$ cat src/rtl/demux_2ch_splitter.sv
// Receive side of the 2:1 byte link: de-interleaves one byte stream into two lanes
// presented together once per two-cycle pair period, with saturating valid counts.
module demux_2ch_splitter #(
    parameter int DATA_W = 8,
    parameter int CNT_W  = 16
) (
    input  logic              clk,
    input  logic              reset,
    input  logic [DATA_W-1:0] data_in,
    input  logic              valid_in,
    output logic [DATA_W-1:0] data_out_0,
    output logic [DATA_W-1:0] data_out_1,
    output logic              valid_out_0,
    output logic              valid_out_1,
    output logic              pair_strobe,
    output logic [CNT_W-1:0]  cnt_0,
    output logic [CNT_W-1:0]  cnt_1
);

    typedef enum logic {
        SLOT0 = 1'b0,
        SLOT1 = 1'b1
    } slot_e;

    localparam logic [CNT_W-1:0] CNT_MAX = '1;
    localparam logic [CNT_W-1:0] CNT_ONE = {{(CNT_W-1){1'b0}}, 1'b1};

    slot_e             state_q, state_d;
    logic [DATA_W-1:0] cap0Data_q, cap0Data_d;
    logic              cap0Valid_q, cap0Valid_d;
    logic [DATA_W-1:0] data0_q, data0_d;
    logic [DATA_W-1:0] data1_q, data1_d;
    logic              valid0_q, valid0_d;
    logic              valid1_q, valid1_d;
    logic              strobe_q, strobe_d;
    logic [CNT_W-1:0]  cnt0_q, cnt0_d;
    logic [CNT_W-1:0]  cnt1_q, cnt1_d;

    always_ff @(posedge clk or negedge reset) begin
        if (!reset) begin
            state_q     <= SLOT0;
            cap0Data_q  <= '0;
            cap0Valid_q <= 1'b0;
            data0_q     <= '0;
            data1_q     <= '0;
            valid0_q    <= 1'b0;
            valid1_q    <= 1'b0;
            strobe_q    <= 1'b0;
            cnt0_q      <= '0;
            cnt1_q      <= '0;
        end else begin
            state_q     <= state_d;
            cap0Data_q  <= cap0Data_d;
            cap0Valid_q <= cap0Valid_d;
            data0_q     <= data0_d;
            data1_q     <= data1_d;
            valid0_q    <= valid0_d;
            valid1_q    <= valid1_d;
            strobe_q    <= strobe_d;
            cnt0_q      <= cnt0_d;
            cnt1_q      <= cnt1_d;
        end
    end

    // Slot parity alone decides the work of each edge; valid_in only gates what is kept.
    always_comb begin
        state_d     = state_q;
        cap0Data_d  = cap0Data_q;
        cap0Valid_d = cap0Valid_q;
        data0_d     = data0_q;
        data1_d     = data1_q;
        valid0_d    = valid0_q;
        valid1_d    = valid1_q;
        strobe_d    = 1'b0;
        cnt0_d      = cnt0_q;
        cnt1_d      = cnt1_q;

        case (state_q)
            SLOT0: begin
                state_d     = SLOT1;
                cap0Data_d  = data_in;
                cap0Valid_d = valid_in;
                if (valid_in && (cnt0_q != CNT_MAX)) begin
                    cnt0_d = cnt0_q + CNT_ONE;
                end
            end
            SLOT1: begin
                state_d  = SLOT0;
                strobe_d = 1'b1;
                valid0_d = cap0Valid_q;
                valid1_d = valid_in;
                if (cap0Valid_q) begin
                    data0_d = cap0Data_q;
                end
                if (valid_in) begin
                    data1_d = data_in;
                end
                if (valid_in && (cnt1_q != CNT_MAX)) begin
                    cnt1_d = cnt1_q + CNT_ONE;
                end
            end
            default: begin
                state_d = SLOT0;
            end
        endcase
    end

    assign data_out_0  = data0_q;
    assign data_out_1  = data1_q;
    assign valid_out_0 = valid0_q;
    assign valid_out_1 = valid1_q;
    assign pair_strobe = strobe_q;
    assign cnt_0       = cnt0_q;
    assign cnt_1       = cnt1_q;

endmodule

$ cat config.mk
export PLATFORM = sky130hd
export DESIGN_NAME = demux_2ch_splitter
export DESIGN_NICKNAME = d
export VERILOG_FILES = /design/src/rtl/demux_2ch_splitter.sv
export SDC_FILE = /design/constraint.sdc
export NUM_CORES = 1
export LEC_CHECK = 0
export ABC_CLOCK_PERIOD_IN_PS = 5000
export BUFFER_PORTS_ARGS = -buffer_cell sky130_fd_sc_hd__buf_2
export CAP_MARGIN = 20
export CELL_PAD_IN_SITES_DETAIL_PLACEMENT = 2
export CELL_PAD_IN_SITES_GLOBAL_PLACEMENT = 2
export CORE_UTILIZATION = 37
export CTS_CLUSTER_SIZE = 16
export DETAILED_ROUTE_END_ITERATION = 8
export MAX_ROUTING_LAYER = met4
export PLACE_DENSITY = 0.84
export SLEW_MARGIN = 20
export SYNTH_ARGS = -nofsm -noshare
export SYNTH_HDL_FRONTEND = slang
export SYNTH_SLANG_ARGS = --single-unit
$ cat constraint.sdc
create_clock -name clk -period 5 [get_ports clk]
set_clock_uncertainty 0.2 [all_clocks]
set_input_delay 0 -clock clk [delete_from_list [all_inputs] [get_ports clk]]
set_output_delay 0 -clock clk [all_outputs]
set_load 0.02 [all_outputs]
==> results by group <==
Global route
  • Total Routing Usage GR: 21.4%
  • Initial antenna violation count: 0
  • Vias in the first global route: between 2,000 and 2,500
  • Pin count of the biggest net entering global routing: 62
  • Overflow left after global routing: 0
  • First-pass GRT wire length: between 10,000 and 15,000 um

Synthesis
  • Synth Flop Type: dfrtp_1
  • Share of async-settable or async-resettable flops after synthesis: 100%
  • Post-synth top area share: roughly 60%
  • Mapped Cells: between 150 and 200
  • Yosys warnings: 0
  • Cell Area, Synth: roughly 2500 sq um
  • Avg Inst Size Synth: between 10 and 15 sq um
  • Leading cell types by count after synthesis: dfrtp_1 (61), mux2_2 (25), xnor2_1 (21)
  • Synth Net Count: between 200 and 250
  • EDFF count, synth: 0
  • Number of distinct library cells after synthesis: 30
  • Sequential-to-total area share from yosys stat: 60.0%
  • Area contributors post-synth: dfrtp_1 (60%), mux2_2 (11%), xnor2_1 (7.2%)
  • Yosys top cell by area: dfrtp_1
  • Flops & latches, synth: 61
  • Top-count cell post-synth: dfrtp_1

Setup path
  • Top delay family on crit path: compound AO/OA/AOI/OAI gates
  • Type of the worst setup path: flop to flop
  • CP Max Fanout: 15
  • Worst path cell trace: nand2_1, a41oi_1, nand4_1, xnor2_1
  • Crit path launch type: flop
  • CP Data Arrival Time: a little under 3 ns
  • Crit-path slowest cell: a41oi_1
  • CP endpoint kind: flop
  • Worst stage delay on the critical path: between 0.9 and 1 ns
  • Critical Path RT: approximately 5 ns
  • Bufs and invs on worst path: 0

Detailed routing
  • Vias/cell: 5.16
  • Final wirelength: 6680 um
  • DR iter-0 viols: 99
  • Drt first pass iters: 9
  • Post-DR wirelength/cell: about 19 um
  • Via count: about 1,800
  • Final ANT Viol Nets: 0
  • DR DRC count: 6

Clock tree
  • H-tree depth: 3
  • Worst skew pair latency: between 0.3 and 0.4 ns
  • Total CTS buffers: 9
  • CTS sink cnt: 61
  • Longest Clk Path Bufs: 2
  • Clock root cell: clkbuf_8
  • CTS tree: yes
  • Clk pin slew, worst setup/hold paths: 0.07 ns

STA
  • RSZ-0062 raised after global routing: no
  • Fin. Hold Viols: 0
  • Final setup violation count: 0
  • Min Tclk post-route: 2.90 ns
  • Worst-margin pin slew: between 1 and 1.5 ns
  • Fmax: 344 MHz
  • Fin Setup TNS: 0 ns
  • Final Slew Violations: 0
  • Slew HR: between 20% and 30%
  • Period Utilization, post-route: 58.1%

Die
  • Width of the die: around 85 um
  • Core area: around 6500 sq um
  • Die area: roughly 7200 sq um
  • FP Rows: 29
  • Initial Utilization: 39.2%
  • Io pins: 62
  • Die height: 84.9 um

Final layout
  • Non-Filler Instances: roughly 360
  • Filler Cell Count: roughly 670
  • # diodes: 0
  • Final Util: between 50% and 60%
  • Layout area overhead: 29.7%
  • Final layout net count: between 200 and 300
  • Layout cell share with drive strength beyond 1: 37.9%

Place
  • Cell count after placement: ~330
  • GPL Wtd Cong: about 0.72
  • PortBufs: 61
  • DP Wirelength: between 4000 and 5000 um

Outcome
  • Status: finished, violations left
  • Failing checks: DRC

Power and ir drop
  • Leak pwr: ~1.6 nW
  • Total power: 1.49 mW
  • Peak VDD IR: between 0.2 and 0.25 mV
  • Pwr dens: ~450 nW/um^2

Run
  • Max-cap violations: 0

Worst hold path
  • Hold Path Class: input pin to async pin
cell families after synthesis:
family,share of synthesized area [%]
simple gates,13.9
flops,60.0
xor+xnor,10.3
mux,11.7
buf+inv,1.67
compound gates,1.48
fa+ha+maj,0.984
cells in the final DEF, fill, tap and decap left out, types with 4 or more instances in the layout:
cell            n
dfrtp_1        61
bufinv_16       4
clkbuf_8        9
and4_1          4
nor2_1          5
nand2_1        15
inv_1           5
xor2_1          9
xnor2_1        21
nand3_1         8
buf_2          61
dlygate4sd3_1  10
mux2_2         25
nor3_1          5
nand4_1        12
power by group:
part	switching (mW)	total, mW	leakage, nW	internal (mW)
sequential	0.0758	0.632	0.761	0.556
combinational	0.158	0.268	0.682	0.110
clock	0.208	0.593	0.134	0.385
total	0.441	1.49	1.58	1.05
metal layers:
layer,vias up,share of wire [%],routed length [um],GRT usage [%]
li1,850,-,-,-
met1,940,44,2920,26.9
met2,45,52,3460,34.5
met3,8,3.1,205,4.77
met4,0,1.4,93,6.93
met5,-,0,0,-
path summary, 6_finish.rpt:
check | from | end | slack [ns] | cells past startpoint
setup reg to reg | state_q | cnt_1[4] | 2.10 | 4
setup / recovery | state_q | cnt_1[4] | 2.10 | 4
hold reg to reg | cnt_0[7] | cnt_0[7] | 0.29 | 1
min in group clk | data_in[3] | data_out_1[3] | 0.26 | 3
hold / removal | reset | cnt_0[11] | 0.16 | 3
max in group asynchronous | reset | cnt_1[12] | 3.94 | 3
through the flow:
step	area (sq um)	worst slack [ns]	hold WS [ns]
after floorplan	2540	2.97	-0.496
after detailed placement	2930	2.07	0.0173
final	3300	2.10	0.164
after global routing	3300	1.82	0.222
after global placement	2930	2.19	0.0124
after CTS	3300	2.04	0.187
worst min-delay path, delay by kind of cell:
family	cells	cell delay [ns]
buffers and inverters	3	1.22
area by class of cell:
cell class | count | area [sq um] | share of cell area [%]
Sequential cell | 61 | 1530 | 46.3
Multi-Input combinational cell | 126 | 975 | 29.5
Timing Repair Buffer | 72 | 413 | 12.5
Clock inverter | 7 | 146 | 4.44
Clock buffer | 9 | 124 | 3.75
Tap cell | 77 | 96.3 | 2.92
Inverter | 5 | 18.8 | 0.569
state kept, by name (all words and copies together), names as in the netlist:
name,cells
state_q,1
cnt_1,16
valid_out_1,1
valid_out_0,1
cnt_0,16
cap0Data_q,8
data_out_1,8
pair_strobe,1
data_out_0,8
cap0Valid_q,1
repair_timing:
action,in CTS,in global routing
hold endpoints to repair,81,0
buffers inserted,0,0
hold buffers,10,0
gates resized for setup,0,0
No activity file was read; power rests on OpenSTA's default activity.
